==> config.mk <==
export PLATFORM = sky130hd
export DESIGN_NAME = wfq_tag_sched
export DESIGN_NICKNAME = d
export VERILOG_FILES = /design/src/rtl/wfq_pkg.sv /design/src/rtl/wfq_free_slot_enc.sv /design/src/rtl/wfq_tag_sched.sv
export SDC_FILE = /design/constraint.sdc
export NUM_CORES = 1
export LEC_CHECK = 0
export ABC_AREA = 1
export BUFFER_PORTS_ARGS = -buffer_cell sky130_fd_sc_hd__buf_2
export CELL_PAD_IN_SITES_DETAIL_PLACEMENT = 0
export CELL_PAD_IN_SITES_GLOBAL_PLACEMENT = 1
export CORE_MARGIN = 10
export CORE_UTILIZATION = 44
export DETAILED_ROUTE_END_ITERATION = 16
export GPL_TIMING_DRIVEN = 0
export HOLD_SLACK_MARGIN = 0.05
export PLACE_DENSITY = 0.81
export SLEW_MARGIN = 20
export SYNTH_ARGS = -nofsm -noshare
export SYNTH_HDL_FRONTEND = slang
export SYNTH_HIERARCHICAL = 1
export SYNTH_SLANG_ARGS = --single-unit
==> constraint.sdc <==
create_clock -name clk -period 9.1 [get_ports clk]
set_input_delay 0 -clock clk [delete_from_list [all_inputs] [get_ports clk]]
set_output_delay 0 -clock clk [all_outputs]
set_load 0.05 [all_outputs]
==> src/rtl/wfq_pkg.sv <==
// wfq_pkg: shared definitions for the WFQ finish-time tag path.
//   N_DEF      default finish-time tag width
//   FLOW_W_DEF default flow id width (tag width minus 3)
//   state_t    tag scheduler FSM encodings
package wfq_pkg;

  localparam int N_DEF      = 16;
  localparam int FLOW_W_DEF = N_DEF - 3;

  typedef enum logic [1:0] {
    ST_IDLE = 2'd0,
    ST_SCAN = 2'd1,
    ST_OUT  = 2'd2
  } state_t;

endpackage

==> src/rtl/wfq_free_slot_enc.sv <==
// wfq_free_slot_enc: combinational lowest-index free-slot priority encoder.
// Ports:
//   valid     in   DEPTH   occupancy vector of the tag store
//   slot      out  SLOT_W  lowest index whose valid bit is 0
//   none_free out  1       every slot is occupied (slot is 0 then)
module wfq_free_slot_enc #(
  parameter int DEPTH  = 16,
  parameter int SLOT_W = 4
) (
  input  logic [DEPTH-1:0]  valid,
  output logic [SLOT_W-1:0] slot,
  output logic              none_free
);

  // Walk from the top down so the last hit written is the lowest free index.
  always_comb begin
    slot      = '0;
    none_free = 1'b1;
    for (int i = DEPTH - 1; i >= 0; i--) begin
      if (!valid[i]) begin
        slot      = SLOT_W'(i);
        none_free = 1'b0;
      end
    end
  end

endmodule

==> src/rtl/wfq_tag_sched.sv <==
// wfq_tag_sched: finish-time tag store with smallest-tag dequeue.
// Tags arriving from the finish-time stage are written into the lowest free
// slot of a register-based store. A dequeue request starts a linear scan over
// a frozen snapshot of the occupied slots (one slot per cycle), then returns
// the smallest tag (lowest slot wins ties) and frees its slot.
// Ports:
//   clk, rst          clock, asynchronous active-high reset
//   ins_valid         tag insert strobe
//   ins_ftime         finish-time tag to insert (N bits)
//   ins_flow_id       owning flow (N-3 bits)
//   ins_drop          pulse: insert rejected, store was full
//   deq_req           dequeue request (ignored while busy)
//   deq_valid         pulse: deq_ftime / deq_flow_id carry the selected tag
//   deq_nack          pulse: dequeue refused, store was empty
//   deq_ftime         selected tag, holds when deq_valid is low
//   deq_flow_id       flow of the selected tag, holds when deq_valid is low
//   busy              scan or output cycle in progress
//   count             occupied slots (SLOT_W+1 bits)
//   full, empty       count == DEPTH, count == 0
module wfq_tag_sched
  import wfq_pkg::*;
#(
  parameter int N      = N_DEF,
  parameter int DEPTH  = 16,
  parameter int SLOT_W = 4
) (
  input  logic              clk,
  input  logic              rst,
  input  logic              ins_valid,
  input  logic [N-1:0]      ins_ftime,
  input  logic [N-4:0]      ins_flow_id,
  output logic              ins_drop,
  input  logic              deq_req,
  output logic              deq_valid,
  output logic              deq_nack,
  output logic [N-1:0]      deq_ftime,
  output logic [N-4:0]      deq_flow_id,
  output logic              busy,
  output logic [SLOT_W:0]   count,
  output logic              full,
  output logic              empty
);

  state_t            state;
  logic [DEPTH-1:0]  valid_q;
  logic [DEPTH-1:0]  valid_d;
  logic [DEPTH-1:0]  scan_mask;
  logic [SLOT_W-1:0] idx;
  logic [SLOT_W-1:0] best_idx;
  logic [N-1:0]      best_ftime;
  logic [N-4:0]      best_flow;
  logic              best_hit;

  logic [N-1:0]      ftime_mem [DEPTH];
  logic [N-4:0]      flow_mem  [DEPTH];

  logic [SLOT_W-1:0] free_slot;
  logic              none_free;
  logic              ins_ok;
  logic              clr;
  logic              take;

  wfq_free_slot_enc #(
    .DEPTH  (DEPTH),
    .SLOT_W (SLOT_W)
  ) u_free_enc (
    .valid     (valid_q),
    .slot      (free_slot),
    .none_free (none_free)
  );

  // Free-slot search and full check both see the pre-clear valid vector, so a
  // full store drops an insert even in the cycle a slot is being released.
  assign ins_ok = ins_valid && !none_free;
  assign clr    = (state == ST_OUT);
  assign take   = scan_mask[idx] && (!best_hit || (ftime_mem[idx] < best_ftime));

  // The inserted slot is free and the cleared slot is occupied, so they never
  // collide.
  always_comb begin
    valid_d = valid_q;
    if (ins_ok) valid_d[free_slot] = 1'b1;
    if (clr)    valid_d[best_idx]  = 1'b0;
  end

  assign busy  = (state != ST_IDLE);
  assign full  = (count == (SLOT_W+1)'(DEPTH));
  assign empty = (count == '0);

  // ---- tag store (data only, contents undefined after reset) ----
  always_ff @(posedge clk) begin
    if (ins_ok) begin
      ftime_mem[free_slot] <= ins_ftime;
      flow_mem[free_slot]  <= ins_flow_id;
    end
  end

  // ---- occupancy, scan FSM and registered outputs ----
  always_ff @(posedge clk or posedge rst) begin
    if (rst) begin
      state       <= ST_IDLE;
      valid_q     <= '0;
      count       <= '0;
      scan_mask   <= '0;
      idx         <= '0;
      best_idx    <= '0;
      best_ftime  <= '0;
      best_flow   <= '0;
      best_hit    <= 1'b0;
      ins_drop    <= 1'b0;
      deq_valid   <= 1'b0;
      deq_nack    <= 1'b0;
      deq_ftime   <= '0;
      deq_flow_id <= '0;
    end else begin
      valid_q   <= valid_d;
      ins_drop  <= ins_valid && none_free;
      deq_valid <= 1'b0;
      deq_nack  <= 1'b0;

      case ({ins_ok, clr})
        2'b10:   count <= count + 1'b1;
        2'b01:   count <= count - 1'b1;
        default: count <= count;
      endcase

      case (state)
        ST_IDLE: begin
          if (deq_req) begin
            if (count != '0) begin
              scan_mask  <= valid_q;
              idx        <= '0;
              best_ftime <= '1;
              best_hit   <= 1'b0;
              state      <= ST_SCAN;
            end else begin
              deq_nack <= 1'b1;
            end
          end
        end
        ST_SCAN: begin
          if (take) begin
            best_idx   <= idx;
            best_ftime <= ftime_mem[idx];
            best_flow  <= flow_mem[idx];
            best_hit   <= 1'b1;
          end
          if (idx == SLOT_W'(DEPTH - 1)) begin
            state <= ST_OUT;
          end else begin
            idx <= idx + 1'b1;
          end
        end
        ST_OUT: begin
          deq_valid   <= 1'b1;
          deq_ftime   <= best_ftime;
          deq_flow_id <= best_flow;
          state       <= ST_IDLE;
        end
        default: state <= ST_IDLE;
      endcase
    end
  end

endmodule

**Word level (Yosys, flattened, before mapping)**

Memory sizes are Yosys's and may differ from the RTL's. A register that Yosys moved wholly into a read port is not among the register bits.
Cells that the tools add are included.

- Word-level logic and storage cells: 120
- Input port bits: 33
- Memories: 2
- Output and inout port bits: 40
- Bits in writable memories: 464
- Flip-flop bits (word level): 96

Memories:

| name | words | width | read ports | clocked after memory_dff | wr ports | line | text |
|---|---|---|---|---|---|---|---|
| ftime_mem | 16 | 16 | 1 | 0 | 1 | wfq_tag_sched.sv:54 | `logic [N-1:0] ftime_mem [DEPTH];` |
| flow_mem | 16 | 13 | 1 | 1 | 1 | wfq_tag_sched.sv:55 | `logic [N-4:0] flow_mem [DEPTH];` |

- Add/sub/neg operators: 3
- Magnitude comparators: 6
- Bitwise gates (word level): 3
- Muxes and demuxes: 63
- Equality and inequality tests: 11
- Reduce and logical (&&, ||, !) cells: 19

Operators by type and width:

| kind | number |
|---|---|
| two-way mux 16 bit | 5 |
| two-way mux 4 bit | 19 |
| one-hot mux 16 bit (2 select lines) | 1 |
| two-way mux 1 bit | 28 |
| bitwise AND 16 bit | 1 |
| less-than comparator 16 bit | 1 |
| NOT 16 bit | 1 |
| bitwise OR 16 bit | 1 |
| less-than comparator 4 x 5 -> 1 bit (second input constant) | 3 |
| != test 2 bit (second input constant) | 5 |
| one-hot mux 5 bit (2 select lines) | 1 |
| demux 1 bit (select 4 bit) | 2 |
| greater-or-equal comparator 4 x 1 -> 1 bit (second input constant) | 2 |
| one-hot mux 4 bit (2 select lines) | 1 |
| AND reduction 4 bit | 2 |
| two-way mux 2 bit | 3 |
| AND reduction 3 bit | 2 |
| nonzero test 2 bit | 3 |
| adder 5 x 1 -> 5 bit (second input constant) | 1 |
| == test 5 bit (second input constant) | 1 |
| logical AND 1 bit | 5 |
| logical NOT 5 bit | 1 |
| nonzero test 5 bit | 1 |
| subtractor 5 x 1 -> 5 bit (second input constant) | 1 |
| other kinds (11) | 14 |

**Depth between registers and ports, before layout**

- Depth in word-level cells: 24
- Depth in mapped cells: 26
- Depth with buffers taken out: 21

**Cells and area by module**

Netlist, hierarchy kept.

By module, submodules not included:

| module | cells each | area an instance (um^2) | times used |
|---|---|---|---|
| wfq_tag_sched | 1837 | 22873.2 | 1 |
| wfq_free_slot_enc | 38 | 163.9 | 1 |

**Least setup slack after synthesis**

No wires, ideal clock.

- Path kind: register -> register
- Start point: reg valid_q[15]
- End point: mem flow_mem[1][0] (netlist bit), enable pin
- Path slack: 5.972 ns
- Library setup time: 0.416 ns
- Data arrival time: 2.712 ns
- Clock period less this slack: 3.128 ns
- Cell stages (with the launch flop): 20
- Buffers on the path: 0
- Data required time: 8.684 ns
- Path through: dfrtp_1 -> inv_1 -> nand2_1 -> nand2_1 -> nand2_1 -> nand2_1 -> nand2_1 -> nand2_1 -> nand2_1 -> nand2_1 -> nand2_1 -> nand2_1 -> nand2_1 -> nand2_1 -> nand2_1 -> a21oi_2 -> inv_1 -> nor3_1 -> inv_1 -> nor2_1

RTL lines:

| element | line | text |
|---|---|---|
| start: declaration | wfq_tag_sched.sv:45 | `logic [DEPTH-1:0] valid_q;` |
| start signal: assignment | wfq_tag_sched.sv:116 | `valid_q <= valid_d;` |
| two-way mux 4 bit (16 in a row) | wfq_free_slot_enc.sv:20 | `if (!valid[i]) begin` |
| net free_slot[0] | wfq_tag_sched.sv:57 | `logic [SLOT_W-1:0] free_slot;` |
| end: declaration | wfq_tag_sched.sv:55 |  |

The timed path passes the listed nets, and every way through them passes these cells.

**Final worst setup path**

- Start point: reg idx[1]
- End point: reg best_idx[1]

- Word-level cells in the longest chain between the ends: 5

Ends and longest elaborated chain:

| element | line | text |
|---|---|---|
| start: declaration | wfq_tag_sched.sv:48 | `logic [SLOT_W-1:0] idx;` |
| start signal: assignment | wfq_tag_sched.sv:151 | `idx <= idx + 1'b1;` |
| memory (16 x 16 bit) | n/a |  |
| less-than comparator 16 bit | wfq_tag_sched.sv:76 | `assign take = scan_mask[idx] && (!best_hit \|\| (ftime_mem[idx] < best_ftime));` |
| logical OR 1 bit | wfq_tag_sched.sv:76 |  |
| logical AND 1 bit | wfq_tag_sched.sv:76 |  |
| AND reduction 2 bit (no line) | n/a |  |
| end signal: assignment | wfq_tag_sched.sv:143 | `best_idx <= idx;` |
| end: declaration | wfq_tag_sched.sv:49 | `logic [SLOT_W-1:0] best_idx;` |

Several ways; a longest one is shown, not always the timed one. The select of a mux whose other input is x is not followed.
A chain may end at the register's enable or synchronous reset.

==> results.json <==
{
  "outcome": "finished clean",
  "num_rows": 83,
  "cp.arrival_ns": 4.79,
  "maxSlewViolCount": 0,
  "cp-start-kind": "flop",
  "rsz0062_at_grt": "no",
  "r2r-start": "idx[1]$_DFFE_PP0P_",
  "antenna_found_initial": 2,
  "post-route-min-period_ns": 4.32,
  "die-area_um2": 61900,
  "setup_ws_ns": 4.78,
  "synth_compound_area_frac": 0.122,
  "gp_congestion": 0.845,
  "critPathMaxStageDelay_ns": 0.47,
  "power.switching_mw": 4.20,
  "ctsResizeCount": 0,
  "initial_utilization": 0.446,
  "placement.io_buffers": 72,
  "synth-main-ff-cell": "edfxtp_1",
  "firstDrtPassIters": 7,
  "cts_tree": "done",
  "area_growth_pct": 16.8,
  "crit_required_ns": 9.57,
  "drt-initial-drc-count": 1703,
  "crit_start": "idx[1]$_DFFE_PP0P_",
  "cts_sinks": 573,
  "cp_cell_sequence": "inv_2 -> buf_2 -> buf_2 -> clkbuf_1 -> o21ai_0 -> o221ai_1 -> o211ai_1 -> nand2_1 -> ha_1 -> nand4_1 -> a31oi_1 -> a2111oi_0 -> nand2_1 -> nand2_2 -> nand2_4 -> buf_2 -> nand2_1 -> o21ai_1",
  "p_clk_frac": 0.224,
  "finalHoldViolCount": 0,
  "synth_area_um2": 23000,
  "drc": 0,
  "ys_seq_area_frac": 0.723,
  "synthSimpleGateAreaFrac": 0.105,
  "synth-seq-cells": 573,
  "worst_path_max_delay_cell": "dfrtp_1",
  "cp_max_fo": 10,
  "cap_violations": 0,
  "ant_nets": 0,
  "final_net_count": 2109,
  "synth_cells": 1875,
  "track_usage": 0.198,
  "layout-drive-gt1-share": 0.112,
  "fp.dieW_um": 249,
  "via_per_inst": 5.66,
  "clk_latency_ns": 0.63,
  "cpLargestDelayFamily": "buffers and inverters",
  "path_buf_inv": 5,
  "synth.area.mux_share": 0,
  "ir_drop_mv": 0.179,
  "synth-edff-count": 464,
  "seq_power_share": 0.374,
  "cts_buffer_depth": 3,
  "postCtsSetupRepairBufs": 0,
  "tns_ns": 0,
  "async_reset_ff_frac": 0.190,
  "hpwl_mm": 42.3,
  "hold_path.startpoint": "ins_valid",
  "globalRoute.totalOverflow": 0,
  "intPower_mw": 6.14,
  "wl_per_cell_um": 22.6,
  "place_ws_ns": 4.87,
  "grt_pass1_vias": 15571,
  "core-area_um2": 51600,
  "powerDensity_nw_per_um2": 384,
  "synth_top_family_by_area": "compound AO/OA/AOI/OAI gates",
  "ios": 73,
  "tightest_slew_ns": 0.962,
  "drt-total-wl_mm": 62.9,
  "hold_path_class": "in2reg",
  "hold_slack_ns": 0.130,
  "root_buffer": "clkbuf_16",
  "clk_pin_slew_worst_paths_ns": 0.06,
  "yosysWarningCount": 6,
  "vias": 15721,
  "max_freq_mhz": 231,
  "power_frac_comb": 0.403,
  "fp.dieH_um": 249,
  "p_sw_frac": 0.407,
  "htree_levels": 2,
  "grt_pass1_wl_mm": 95.0,
  "finClkSkew_ns": 0.0231,
  "synth_nets": 1929,
  "synth_area_per_cell_um2": 12.3,
  "setup_viol": 0,
  "post-route-period-util": 0.475,
  "synth_xor_area_frac": 0.000760,
  "synth-adder-area-share": 0.0117,
  "synth_cell_types": 43,
  "endpoint_kind": "flop",
  "slew_headroom": 0.358,
  "critical_path_class": "reg2reg",
  "total_leakage_power_nw": 9.88,
  "grt_max_degree": 83,
  "numCtsBuffers": 56
}
path summary, 6_finish.rpt:
check | end | slack [ns] | depth (start not counted)
worst max register to register | best_idx[1]$_DFFE_PP0P_ | 4.78 | 18
worst min-delay path | ins_drop$_DFF_PP0_ | 0.13 | 4
min in group asynchronous | deq_valid$_DFF_PP0_ | 0.48 | 4
worst min register to register | state[1]$_DFFE_PP0P_ | 0.46 | 1
max in group asynchronous | deq_ftime[2]$_DFFE_PP0P_ | 7.92 | 5
worst max-delay path | best_idx[1]$_DFFE_PP0P_ | 4.78 | 18
logic make-up after synthesis:
group	after synthesis
fa+ha+maj	21
simple gates	613
flops	573
compound gates	466
xor+xnor	2
buf+inv	200
power groups by stage:
stage	combinational [mW]	sequential [mW]	clock (mW)
finish	4.16	3.86	2.31
global route	4.55	3.92	2.46
CTS	4.14	3.86	2.34
detailed placement	4.10	3.91	0
global placement	3.78	3.95	0
floorplan	2.35	4.03	0
placed cells by master (no fill, tap or decap), types with 6 or more instances in the layout:
| cell | count |
|---|---|
| bufinv_16 | 7 |
| a32o_1 | 8 |
| buf_2 | 102 |
| a2bb2oi_1 | 10 |
| nor2_4 | 16 |
| dfrtp_1 | 109 |
| o21ai_1 | 17 |
| nand2_1 | 254 |
| nor3_1 | 11 |
| o211ai_1 | 8 |
| nor2_1 | 261 |
| inv_1 | 69 |
| nand3_1 | 59 |
| clkinv_2 | 8 |
| o21ai_0 | 249 |
| a221oi_1 | 7 |
| a22o_1 | 15 |
| buf_16 | 6 |
| clkbuf_16 | 56 |
| o22ai_1 | 68 |
| clkbuf_1 | 84 |
| buf_12 | 11 |
| a21oi_1 | 23 |
| buf_4 | 6 |
| o221ai_1 | 44 |
| dlygate4sd3_1 | 33 |
| ha_1 | 20 |
| edfxtp_1 | 464 |
| clkinv_1 | 22 |
per-layer routing:
metal / vias up / GRT usage / wire length [um] / share of wire
met2: 767 / 0.317 / 29600 / 0.47
met3: 126 / 0.0455 / 6030 / 0.096
li1: 7152 / - / - / -
met1: 7674 / 0.259 / 25200 / 0.40
met4: 2 / 0.0707 / 1940 / 0.031
met5: - / 0 / 13 / 0.00021
Yosys cell counts, types with 5 or more instances:
| cell type | n | area, um^2 |
|---|---|---|
| nor3_1 | 11 | 55.1 |
| a221oi_1 | 7 | 61.3 |
| nand2_1 | 254 | 953 |
| clkinv_1 | 14 | 52.6 |
| buf_2 | 30 | 150 |
| o221ai_1 | 44 | 385 |
| o211a_1 | 5 | 50.1 |
| a21oi_1 | 23 | 115 |
| inv_1 | 70 | 263 |
| a32o_1 | 8 | 80.1 |
| buf_4 | 6 | 45.0 |
| o22ai_1 | 68 | 425 |
| o211ai_1 | 8 | 60.1 |
| clkbuf_1 | 71 | 267 |
| nand3_1 | 59 | 295 |
| a2bb2oi_1 | 10 | 87.6 |
| o21ai_1 | 17 | 85.1 |
| a31oi_1 | 5 | 31.3 |
| nor2_1 | 277 | 1040 |
| dfrtp_1 | 109 | 2730 |
| ha_1 | 20 | 250 |
| o21ai_0 | 249 | 1250 |
| edfxtp_1 | 464 | 13900 |
| a22o_1 | 15 | 131 |
layout make-up:
class,instances,area [um^2]
fillers,4331,24700
flip-flops and latches,573,16700
multi-input cells,1102,5650
clock buffers,69,1450
repair buffers,122,1080
well taps,680,851
plain buffers,113,514
clock inverters,32,375
inverters,87,334
diodes,1,2.50
timing repair:
| item | 4_1_cts | 5_1_grt |
|---|---|---|
| hold endpoints to repair | 582 | 0 |
| endpoints found under the setup margin | 0 | 0 |
| hold buffers | 33 | 0 |
worst min-delay path, cell delays in order:
cell	delay [ns]
dlygate4sd3_1	0.52
buf_2	0.11
nand2_1	0.05
inv_1	0.04
flip-flops by register name, indices dropped and copies added, names as in the netlist:
name,flops
best_flow,13
best_ftime,16
best_hit,1
best_idx,4
count,5
deq_flow_id,13
deq_ftime,16
deq_nack,1
deq_valid,1
flow_mem,208
ftime_mem,256
idx,4
ins_drop,1
scan_mask,16
state,2
valid_q,16
metrics by stage:
| step | util | cells | cell area, um^2 | total power [mW] |
|---|---|---|---|---|
| finish | 0.522 | 2779 | 26900 | 10.3 |
| detailed placement | 0.480 | 2644 | 24800 | 8.01 |
| global route | 0.521 | 2778 | 26900 | 10.9 |
| global placement | 0.470 | 2627 | 24200 | 7.73 |
| floorplan | - | 1875 | 23000 | 6.37 |
| CTS | 0.521 | 2778 | 26900 | 10.3 |
Power figures use the tool's default switching activity.
